File: config.mk
export PLATFORM = sky130hd
export DESIGN_NAME = spi_frame_rx
export DESIGN_NICKNAME = d
export VERILOG_FILES = /design/src/rtl/spi_frame_rx_pkg.sv /design/src/rtl/spi_frame_rx.sv
export SDC_FILE = /design/constraint.sdc
export NUM_CORES = 1
export LEC_CHECK = 0
export BUFFER_PORTS_ARGS = -buffer_cell sky130_fd_sc_hd__clkbuf_2
export CAP_MARGIN = 20
export CORE_ASPECT_RATIO = 1.2
export CORE_UTILIZATION = 25
export DETAILED_ROUTE_END_ITERATION = 12
export GPL_TIMING_DRIVEN = 0
export PLACE_DENSITY = 0.43
export RECOVER_POWER = 50
export SYNTH_ARGS = -nofsm -noshare
export SYNTH_HDL_FRONTEND = slang
export SYNTH_SLANG_ARGS = --single-unit
File: constraint.sdc
create_clock -name write_clk -period 1.95 [get_ports write_clk]
set_input_delay 0.0975 -clock write_clk [delete_from_list [all_inputs] [get_ports write_clk]]
set_output_delay 0.0975 -clock write_clk [all_outputs]
set_load 0.01 [all_outputs]
File: src/rtl/spi_frame_rx_pkg.sv
// spi_frame_rx_pkg: shared frame geometry, sync pattern and receiver state type
package spi_frame_rx_pkg;
  localparam int          FRAME_W    = 480;
  localparam int          FRAME_H    = 360;
  localparam int          FRAME_BITS = FRAME_W * FRAME_H;
  localparam logic [15:0] SYNC_WORD  = 16'hBAD1;
  typedef enum logic [1:0] {HUNT, HEADER, PAYLOAD} rx_state_t;
endpackage

File: src/rtl/spi_frame_rx.sv
// spi_frame_rx: SPI-slave frame deserializer driving the pixel FIFO write port
module spi_frame_rx
  import spi_frame_rx_pkg::*;
#(
  parameter int          FRAME_W   = spi_frame_rx_pkg::FRAME_W,
  parameter int          FRAME_H   = spi_frame_rx_pkg::FRAME_H,
  parameter int          DWIDTH    = 1,
  parameter logic [15:0] SYNC_WORD = spi_frame_rx_pkg::SYNC_WORD
) (
  input  logic              write_clk,
  input  logic              reset,
  input  logic              cs_n,
  input  logic              mosi,
  input  logic              fifo_full,
  output logic              write_en,
  output logic [DWIDTH-1:0] din,
  output logic [15:0]       frame_num,
  output logic              frame_start,
  output logic              frame_done,
  output logic              overflow,
  output logic              busy
);
  localparam int NBITS = FRAME_W * FRAME_H;
  localparam int PW    = $clog2(NBITS);
  localparam int BW    = DWIDTH > 1 ? $clog2(DWIDTH) : 1;
  rx_state_t         r_state;
  logic [14:0]       r_sr;
  logic [14:0]       r_hdr_sr;
  logic [3:0]        r_hdr_cnt;
  logic [BW-1:0]     r_bit_cnt;
  logic [PW-1:0]     r_pix_cnt;
  logic [15:0]       w_sr16;
  logic [15:0]       w_hdr;
  logic [DWIDTH-1:0] w_word;
  logic              w_word_end;
  logic              w_frame_end;
  assign w_sr16      = {r_sr, mosi};
  assign w_hdr       = {r_hdr_sr, mosi};
  assign w_word_end  = r_bit_cnt == BW'(DWIDTH - 1);
  assign w_frame_end = r_pix_cnt == PW'(NBITS - 1);
  assign busy        = r_state != HUNT;
  if (NBITS % DWIDTH != 0) begin : g_bad_geometry
    $error("spi_frame_rx: FRAME_W*FRAME_H must be a multiple of DWIDTH");
  end
  if (DWIDTH == 1) begin : g_w1
    assign w_word = mosi;
  end else begin : g_wn
    logic [DWIDTH-2:0] r_word_sr;
    assign w_word = {r_word_sr, mosi};
    // Payload word shifter; the oldest bit lands in the word MSB
    always_ff @(posedge write_clk)
      r_word_sr <= (reset || cs_n) ? '0 : (r_state == PAYLOAD ? w_word[DWIDTH-2:0] : r_word_sr);
  end
  // Frame FSM: hunt for sync, capture header, pack payload words into the FIFO
  always_ff @(posedge write_clk) begin
    if (reset) begin
      r_state     <= HUNT;
      r_sr        <= '0;
      r_hdr_sr    <= '0;
      r_hdr_cnt   <= '0;
      r_bit_cnt   <= '0;
      r_pix_cnt   <= '0;
      frame_num   <= '0;
      din         <= '0;
      write_en    <= 1'b0;
      frame_start <= 1'b0;
      frame_done  <= 1'b0;
      overflow    <= 1'b0;
    end else begin
      write_en    <= 1'b0;
      frame_start <= 1'b0;
      frame_done  <= 1'b0;
      if (cs_n) begin
        r_state <= HUNT;
        r_sr    <= '0;
      end else begin
        case (r_state)
          HUNT: begin
            r_sr <= w_sr16[14:0];
            if (w_sr16 == SYNC_WORD) begin
              r_state   <= HEADER;
              r_hdr_cnt <= '0;
            end
          end
          HEADER: begin
            r_hdr_sr  <= w_hdr[14:0];
            r_hdr_cnt <= r_hdr_cnt + 4'd1;
            if (r_hdr_cnt == 4'd15) begin
              frame_num   <= w_hdr;
              frame_start <= 1'b1;
              r_state     <= PAYLOAD;
              r_pix_cnt   <= '0;
              r_bit_cnt   <= '0;
            end
          end
          PAYLOAD: begin
            r_bit_cnt <= w_word_end ? '0 : r_bit_cnt + 1'b1;
            r_pix_cnt <= r_pix_cnt + 1'b1;
            if (w_word_end) begin
              write_en <= !fifo_full;
              if (fifo_full) overflow <= 1'b1;
              else           din      <= w_word;
            end
            if (w_frame_end) begin
              frame_done <= 1'b1;
              r_state    <= HUNT;
              r_sr       <= '0;
            end
          end
          default: r_state <= HUNT;
        endcase
      end
    end
  end
endmodule
==> flow_metrics.tcl, run 1 <==
set metrics [dict create \
    drv_slew 0 \
    vias 2819 \
    placed_area_um2 3430 \
    ctsHoldBuffers 0 \
    drc 0 \
    skew_ns 0.00431 \
    antenna_cells 0 \
    worstSkewPairLatency_ns 0.33 \
    synthCells 373 \
    fmax_mhz 546 \
    setup_tns_ns 0 \
    syn_avg_cell_area_um2 8.32 \
    endpoint_kind "flip-flop" \
    fill_cells 1341 \
    worstSetupStartpoint "r_pix_cnt[8]" \
    slowest_delay_ns 0.40 \
    ir_worst_vdd_mv 0.426 \
    num_rows 44 \
    io_pins 27 \
    r2r_start "r_pix_cnt[8]" \
    min_from "fifo_full" \
    grt_pass1_vias 2560 \
    crit_family "simple AND/OR/NAND/NOR gates" \
    chipWidth_um 104 \
    overflow 0 \
    critPathArrivalTime_ns 2.04 \
    cts_sinks 75 \
    power_density_nw_per_um2 884 \
    cp_num_buf_inv 1 \
    hold_depth 2 \
    dieArea_um2 12900 \
    antenna_found_initial 0 \
    grt_start_max_net_pins 13 \
    dr.pass1.iters 4 \
    period_share 0.940 \
    synth_cell_type_count 38 \
    synth_nets 380 \
    outcome "finished, final reports clean" \
    cp-start-kind "flip-flop" \
    coreArea_um2 12100 \
    min-delay-path-class "input pin to flip-flop" \
    drv_cap 0 \
    place_inst 559 \
    final_cell_count_no_fill 580 \
    dpl.hpwl_mm 5.28 \
    ys_ff_latch 75 \
    yosys_warnings 0 \
    r2r_setup_slack_ns 0.12 \
    hold_violations 0 \
    drt-total-wl_mm 7.76 \
    setup_viol 0 \
    synthTopCellsByArea "dfxtp_1 (48%), a21oi_1 (9.0%), nand2_1 (8.8%)" \
    r2r.worst_path.cells 5 \
    synth_top_area_frac 0.484 \
    start_util 0.256 \
    power.leakage_nw 1.16 \
    worstMarginPinSlew_ns 0.589 \
    fin_nets 421 \
    path_max_fanout 10 \
    crit_type "flip-flop to flip-flop" \
    cts_tree "built" \
    synth_top_cell_by_area "dfxtp_1" \
    rr_endpoint "r_sr[7]" \
    h-tree-depth 3 \
    fin_util 0.318 \
    fin_area_um2 3850 \
    syn_to_final_growth_pct 24.1 \
    critPathSlowestCell "dfxtp_1" \
    drt_iter0_markers 104 \
    whs_endpoint "write_en" \
    cts_root_buf "clkbuf_16" \
    yosysSeqAreaShare 0.484 \
    relSlewSlack 0.606 \
    layout-drive-gt1-share 0.134 \
    cts.clk_slew.worst_paths_ns 0.06 \
    vias_per_cell 4.86 \
    whs_ns 0.00359 \
    min_period_ns 1.83 \
    grt_usage 0.124 \
    gp_congestion 0.740 \
    grt_pass1_wl_mm 12.6 \
    ant_nets 0 \
    wire_per_inst_um 13.4 \
    path_cells "nor4b_2, nand4b_1, o311ai_4, clkbuf_4, o21ai_0" \
    clk_path_buf_depth 2 \
    required_ns 2.16 \
    cts_made_buffers 9 \
    syn_area_um2 3100 \
    portBuffers 25 \
    die_h_um 124 \
]
-- registers in the layout, summed over array words and instances, names as in the netlist --
name,cells
frame_num,16
frame_done,1
r_hdr_sr,15
din,1
r_state,2
r_hdr_cnt,4
frame_start,1
overflow,1
write_en,1
r_pix_cnt,18
r_sr,15
-- worst max path at each step --
| stage | end | depth (start not counted) |
|---|---|---|
| after floorplan | r_pix_cnt[11] | 5 |
| after global placement | r_pix_cnt[2] | 6 |
| after detailed placement | r_pix_cnt[2] | 6 |
| after CTS | r_sr[11] | 5 |
| after global routing | r_pix_cnt[2] | 6 |
| final | r_sr[7] | 5 |
-- area by class of cell --
cell class              count  area [um2]  share of cell area
multi-input cells         256        1490               0.387
well taps                 161         201              0.0523
plain buffers              23         118              0.0306
flip-flops and latches     75        1510               0.391
inverters                  19        71.3              0.0185
repair buffers             30         135              0.0351
clock inverters             4        72.6              0.0189
clock buffers              12         256              0.0666
-- logic make-up (layout without fill, tap and decap cells) --
logic type	after synthesis	count (layout)	share of synthesized area
AO/OA/AOI/OAI	112	112	0.218
flip-flops	75	75	0.484
buffers and inverters	42	88	0.0565
AND/OR/NAND/NOR	141	141	0.230
XOR/XNOR	1	1	0.00282
adder cells (fa/ha/maj)	2	2	0.00807
-- placed cells by master, fill, tap and decap left out, types with 2 or more instances in the layout --
cell,instances
a21oi_1,55
a32oi_1,15
and4_1,5
buf_2,4
buf_4,5
buf_6,2
bufinv_16,2
clkbuf_1,32
clkbuf_16,9
clkbuf_2,9
clkbuf_8,2
dfxtp_1,72
dfxtp_2,3
inv_1,19
nand2_1,71
nand2_2,2
nand3_1,6
nand4_1,4
nand4b_1,2
nor2_1,10
nor3_1,3
nor3b_1,2
nor3b_2,2
nor4_1,2
nor4bb_1,2
o21ai_0,26
o31ai_1,9
or2_2,2
or3_1,6
or4_1,9
-- report_power, final --
part | switching (mW) | internal, mW
logic | 0.0477 | 0.0128
registers | 0.00146 | 1.53
clock network | 0.621 | 1.19
-- Yosys cell counts (all sizes together) --
library cell  number
or4                9
o21ai             26
nand4              4
xnor2              1
a21oi             56
nand2             73
o22ai              1
nand3              7
o32a               1
buf                5
and3               1
or3                6
a32oi             15
and4               5
clkbuf            18
dfxtp             75
nor4b              2
nor4               2
nor3               3
nor4bb             3
or3b               1
nand2b             1
o31ai             10
nor2              12
and2               1
nand4bb            1
or2                3
o311ai             1
nor2b              1
nor3b              4
ha                 2
inv               19
a31oi              1
nand4b             2
a41oi              1
-- timing repair --
action                     4_1_cts  5_1_grt
gates resized for setup         14       18
setup buffers                    0        5
pin swaps                        0        3
cloned                           0        0
setup endpoints to repair       34       35
-- per-layer routing --
| metal | part of all wire | track usage |
|---|---|---|
| met2 | 0.48 | 0.208 |
| met5 | 0 | 0 |
| met1 | 0.46 | 0.146 |
| met4 | 0.023 | 0.0598 |
| met3 | 0.038 | 0.0366 |
-- per-stage QoR --
step | setup slack, ns | power, mW
after floorplan | 0.192 | 1.60
final | 0.117 | 3.40
after global routing | -0.0170 | 3.52
after global placement | -0.266 | 1.63
after CTS | 0.0187 | 3.46
after detailed placement | -0.287 | 1.63
(Power assumes the default switching activity.)
==> inputs of run 2 (changes only) <==
--- a/config.mk
+++ b/config.mk
@@ -8,10 +8,10 @@
 export BUFFER_PORTS_ARGS = -buffer_cell sky130_fd_sc_hd__clkbuf_2
 export CAP_MARGIN = 20
 export CORE_ASPECT_RATIO = 1.2
-export CORE_UTILIZATION = 25
+export CORE_UTILIZATION = 40
 export DETAILED_ROUTE_END_ITERATION = 12
 export GPL_TIMING_DRIVEN = 0
-export PLACE_DENSITY = 0.43
+export PLACE_DENSITY = 0.6
 export RECOVER_POWER = 50
 export SYNTH_ARGS = -nofsm -noshare
 export SYNTH_HDL_FRONTEND = slang
==> flow_metrics.tcl, run 2 (same netlist as run 1, synthesis figures left out) <==
set metrics [dict create \
    hold_violations 0 \
    drt-total-wl_mm 7.05 \
    rsz0062_at_grt "true" \
    cts.clk_slew.worst_paths_ns 0.08 \
    largest_reg_flops 18 \
    wire_per_inst_um 13.9 \
    num_rows 34 \
    skew_ns 0.0112 \
    vias 2757 \
    power_frac_seq 0.574 \
    fill_cells 777 \
    cts_made_buffers 9 \
    grt_usage 0.187 \
    layout-drive-gt1-share 0.125 \
    worstMarginPinSlew_ns 0.576 \
    slowest_delay_ns 0.42 \
    ir_worst_vdd_mv 0.424 \
    power_density_nw_per_um2 744 \
    crit_family "simple AND/OR/NAND/NOR gates" \
    overflow 0 \
    crit_type "flip-flop to flip-flop" \
    cts_tree "built" \
    min-delay-path-class "input pin to flip-flop" \
    outcome "finished, final reports clean" \
    start_util 0.421 \
    min_period_ns 1.86 \
    fin_nets 420 \
    coreArea_um2 7360 \
    path_cells "nor4b_2, nand4b_1, o311ai_4, clkbuf_4, o21ai_0" \
    syn_to_final_growth_pct 15.6 \
    portBuffers 25 \
    gp_congestion 0.777 \
    ant_nets 0 \
    h-tree-depth 3 \
    top_register "r_pix_cnt" \
    dr.pass1.iters 4 \
    fin_util 0.487 \
    grt_pass1_wl_mm 11.8 \
    vias_per_cell 5.44 \
    antenna_found_initial 0 \
    grt_start_max_net_pins 14 \
    netSwitchingFraction 0.235 \
    drc 0 \
    relSlewSlack 0.614 \
    final_cell_mix "dfxtp_1 (72), nand2_1 (71), a21oi_1 (55)" \
    cp-start-kind "flip-flop" \
    p_clk_frac 0.403 \
    cts_root_buf "clkbuf_8" \
    mostFrequentLayoutCell "dfxtp_1" \
    endpoint_kind "flip-flop" \
    critPathArrivalTime_ns 2.10 \
    drt_iter0_markers 186 \
    drv_cap 0 \
    chipWidth_um 82.4 \
    power.internal_mw 2.04 \
    p_comb_frac 0.023 \
    total_power_mw 2.67 \
    cts_sinks 75 \
    antenna_cells 0 \
    setup_viol 0 \
    reg_top3 "r_pix_cnt x18, frame_num x16" \
    fmax_mhz 537 \
    cp_num_buf_inv 1 \
    p_switching_mw 0.627 \
    worstSkewPairLatency_ns 0.35 \
    clk_path_buf_depth 2 \
    io_pins 27 \
    period_share 0.955 \
    required_ns 2.18 \
    dpl.hpwl_mm 4.80 \
    die_h_um 98.5 \
    power.leakage_nw 1.08 \
    grt_pass1_vias 2574 \
    drv_slew 0 \
    path_max_fanout 10 \
    r2r_setup_slack_ns 0.09 \
    dieArea_um2 8110 \
    critPathSlowestCell "o311ai_4" \
]
==> run 2: cell count changes in the layout (fill, tap and decap cells not counted), sizes merged <==
cell         change
buf              -2
bufinv           -2
clkbuf           -2
inv              +2
clkinvlp         +1
dlygate4sd3      +1
==> run 2: layer usage <==
| layer | global-route usage | routed length [um] | up-vias | part of all wire |
|---|---|---|---|---|
| li1 | - | - | 1414 | - |
| met1 | 0.240 | 3360 | 1298 | 0.48 |
| met2 | 0.306 | 3380 | 32 | 0.48 |
| met3 | 0.0315 | 182 | 13 | 0.026 |
| met4 | 0.0769 | 127 | 0 | 0.018 |
| met5 | 0 | 0 | - | 0 |
==> run 2: cell type report <==
type | count | area (um2) | area share
flip-flops and latches | 75 | 1510 | 0.420
clock buffers | 10 | 138 | 0.0384
plain buffers | 23 | 118 | 0.0328
inverters | 19 | 71.3 | 0.0199
multi-input cells | 256 | 1470 | 0.411
clock inverters | 5 | 37.5 | 0.0105
well taps | 90 | 113 | 0.0314
repair buffers | 29 | 130 | 0.0363
==> run 2: worst paths after layout <==
| path | start | endpoint | depth (start not counted) |
|---|---|---|---|
| setup reg to reg | r_pix_cnt[8] | r_sr[6] | 5 |
| hold / removal | mosi | din | 3 |
| hold reg to reg | frame_num[12] | frame_num[12] | 2 |
| setup / recovery | r_pix_cnt[8] | r_sr[6] | 5 |
==> run 2: power groups by stage <==
stage,sequential (mW),clock [mW],combinational [mW]
after floorplan,1.57,0,0.0363
after global placement,1.57,0,0.0570
after detailed placement,1.57,0,0.0567
after CTS,1.53,1.09,0.0595
after global routing,1.53,1.16,0.0668
final,1.53,1.07,0.0609
==> run 2: tightest hold or removal path, cell delays in order <==
cell	delay (ns)
clkbuf_2	0.14
nand2_1	0.08
a21oi_1	0.05
==> run 2: metrics by stage <==
stage | instance area, um2 | hold WS [ns] | std cells | TNS [ns] | setup slack, ns
4_1_cts | 3540 | 0.0569 | 504 | 0 | 0.00458
2_1_floorplan | 3100 | 0.175 | 373 | 0 | 0.192
3_5_place_dp | 3340 | 0.322 | 488 | -2.00 | -0.146
6_report | 3580 | 0.0658 | 507 | 0 | 0.0869
3_3_place_gp | 3340 | 0.323 | 488 | -2.26 | -0.160
5_1_grt | 3580 | 0.0731 | 507 | -0.0830 | -0.0210
==> run 2: what timing repair did <==
| action | in CTS | in global routing |
|---|---|---|
| buffers inserted | 0 | 3 |
| setup endpoints to repair | 34 | 35 |
| endpoints found under the hold margin | 1 | 0 |
| resized for setup | 8 | 22 |
| pin swaps | 0 | 3 |
| hold buffers | 1 | 0 |
| gates cloned | 0 | 0 |
==> inputs of run 3 (changes only) <==
--- a/config.mk
+++ b/config.mk
@@ -7,11 +7,13 @@
 export LEC_CHECK = 0
 export BUFFER_PORTS_ARGS = -buffer_cell sky130_fd_sc_hd__clkbuf_2
 export CAP_MARGIN = 20
+export CELL_PAD_IN_SITES_DETAIL_PLACEMENT = 0
+export CELL_PAD_IN_SITES_GLOBAL_PLACEMENT = 2
 export CORE_ASPECT_RATIO = 1.2
-export CORE_UTILIZATION = 40
+export CORE_UTILIZATION = 38
 export DETAILED_ROUTE_END_ITERATION = 12
 export GPL_TIMING_DRIVEN = 0
-export PLACE_DENSITY = 0.6
+export PLACE_DENSITY = 0.86
 export RECOVER_POWER = 50
 export SYNTH_ARGS = -nofsm -noshare
 export SYNTH_HDL_FRONTEND = slang
==> constraint.sdc (replaced) <==
create_clock -name write_clk -period 2.32 [get_ports write_clk]
set_input_delay 0.116 -clock write_clk [delete_from_list [all_inputs] [get_ports write_clk]]
set_output_delay 0.116 -clock write_clk [all_outputs]
set_load 0.01 [all_outputs]
==> flow_metrics.tcl, run 3 (same netlist as run 1, synthesis figures left out) <==
set metrics [dict create \
    critPathArrivalTime_ns 2.28 \
    syn_to_final_growth_pct 13.3 \
    io_pins 27 \
    fill_cells 822 \
    met2WireLength_mm 3.28 \
    fin_area_um2 3510 \
    top_register "r_pix_cnt" \
    cp-start-kind "flip-flop" \
    dpl.hpwl_mm 5.00 \
    rr_endpoint "r_state[1]" \
    start_util 0.398 \
    drt-total-wl_mm 7.23 \
    final_cell_mix "dfxtp_1 (75), nand2_1 (73), a21oi_1 (56)" \
    r2r.worst_path.cells 6 \
    largest_reg_flops 18 \
    ant_nets 0 \
    whs_endpoint "frame_num[0]" \
    crit_type "flip-flop to flip-flop" \
    cts.clk_slew.worst_paths_ns 0.08 \
    dieArea_um2 8530 \
    highest_layer "met4" \
    cts_sinks 75 \
    die_h_um 101 \
    hold_violations 0 \
    required_ns 2.55 \
    fmax_mhz 486 \
    multi_input_area_um2 1440 \
    wl_met1_mm 3.59 \
    mostFrequentLayoutCell "dfxtp_1" \
    chipWidth_um 84.5 \
    placed_area_um2 3340 \
    gp_congestion 0.756 \
    wl_met3_um 169 \
    drv_cap 0 \
    min_period_ns 2.06 \
    drt_iter0_markers 105 \
    endpoint_kind "flip-flop" \
    clk_path_buf_depth 2 \
    r2r_start "r_pix_cnt[3]" \
    drc 0 \
    vias_per_cell 5.42 \
    worstSkewPairLatency_ns 0.35 \
    cts_made_buffers 9 \
    coreArea_um2 7790 \
    reg_top3 "r_pix_cnt x18, frame_num x16" \
    min_from "mosi" \
    vias 2746 \
    num_rows 35 \
    power_density_nw_per_um2 644 \
    path_max_fanout 10 \
    portBuffers 25 \
    overflow 0 \
    rsz0062_at_grt "false" \
    grt_usage 0.183 \
    layout-drive-gt1-share 0.0675 \
    regArea_um2 1500 \
    grt_start_max_net_pins 14 \
    wire_per_inst_um 14.3 \
    grt_pass1_vias 2548 \
    r2r_setup_slack_ns 0.26 \
    antenna_found_initial 0 \
    cts_tree "built" \
    setup_viol 0 \
    power.leakage_nw 1.04 \
    h-tree-depth 3 \
    period_share 0.886 \
    cts_root_buf "clkbuf_8" \
    worstMarginPinSlew_ns 0.630 \
    total_power_mw 2.26 \
    relSlewSlack 0.579 \
    min-delay-path-class "input pin to flip-flop" \
    setup_tns_ns 0 \
    dr.pass1.iters 6 \
    skew_ns 0.00575 \
    drv_slew 0 \
    antenna_cells 0 \
    fin_nets 417 \
    grt_pass1_wl_mm 12.3 \
    outcome "finished, final reports clean" \
    ir_worst_vdd_mv 0.322 \
    hold_depth 3 \
]
-- run 3: worst max-delay path, cell delays in order, from the launching register on --
cell	delay (ns)
dfxtp_1	0.41
and4_1	0.27
nand3_1	0.20
clkbuf_1	0.27
clkbuf_1	0.29
o31ai_1	0.38
a21oi_1	0.11
-- run 3: metal layers --
metal,track usage,up-vias
met5,0,-
met4,0.108,0
met3,0.0287,15
met2,0.291,34
met1,0.236,1289
li1,-,1408
-- run 3: what timing repair did --
| action | CTS | global route |
|---|---|---|
| hold endpoints to repair | 1 | 0 |
| endpoints found under the setup margin | 0 | 20 |
| hold buffers | 1 | 0 |
| setup buffers | 0 | 0 |
| resized for setup | 0 | 3 |
-- run 3: metrics by stage --
stage | instances | utilization | hold slack [ns] | setup WS [ns]
after global placement | 490 | 0.429 | 0.351 | 0.0567
after global routing | 507 | 0.451 | 0.0664 | 0.0340
final | 507 | 0.451 | 0.0646 | 0.263
after floorplan | 373 | - | 0.194 | 0.562
after CTS | 507 | 0.453 | 0.0630 | 0.0615
after detailed placement | 490 | 0.429 | 0.372 | 0.0820
-- run 3: how the worst max path moves through the flow --
stage / startpoint / to / slack [ns] / cells past startpoint
2_1_floorplan: r_hdr_cnt[0] / r_pix_cnt[11] / 0.56 / 5
3_3_place_gp: r_hdr_cnt[0] / r_pix_cnt[2] / 0.06 / 6
6_report: r_pix_cnt[3] / r_state[1] / 0.26 / 6
3_5_place_dp: r_hdr_cnt[0] / r_pix_cnt[2] / 0.08 / 6
5_1_grt: r_hdr_cnt[0] / r_pix_cnt[2] / 0.03 / 6
4_1_cts: r_hdr_cnt[0] / r_pix_cnt[2] / 0.06 / 6
-- run 3: power breakdown --
| group | internal, mW | total (mW) | switching, mW |
|---|---|---|---|
| logic | 0.0114 | 0.0500 | 0.0386 |
| registers | 1.29 | 1.29 | 0.00120 |
| clock network | 0.421 | 0.926 | 0.505 |
| total | 1.72 | 2.26 | 0.544 |
-- run 3: layout make-up --
cell class | instances | area share
clock inverters | 5 | 0.0107
clock buffers | 11 | 0.0402
multi-input cells | 256 | 0.408
flip-flops and latches | 75 | 0.427
well taps | 92 | 0.0328
inverters | 19 | 0.0203
repair buffers | 26 | 0.0306
plain buffers | 23 | 0.0299
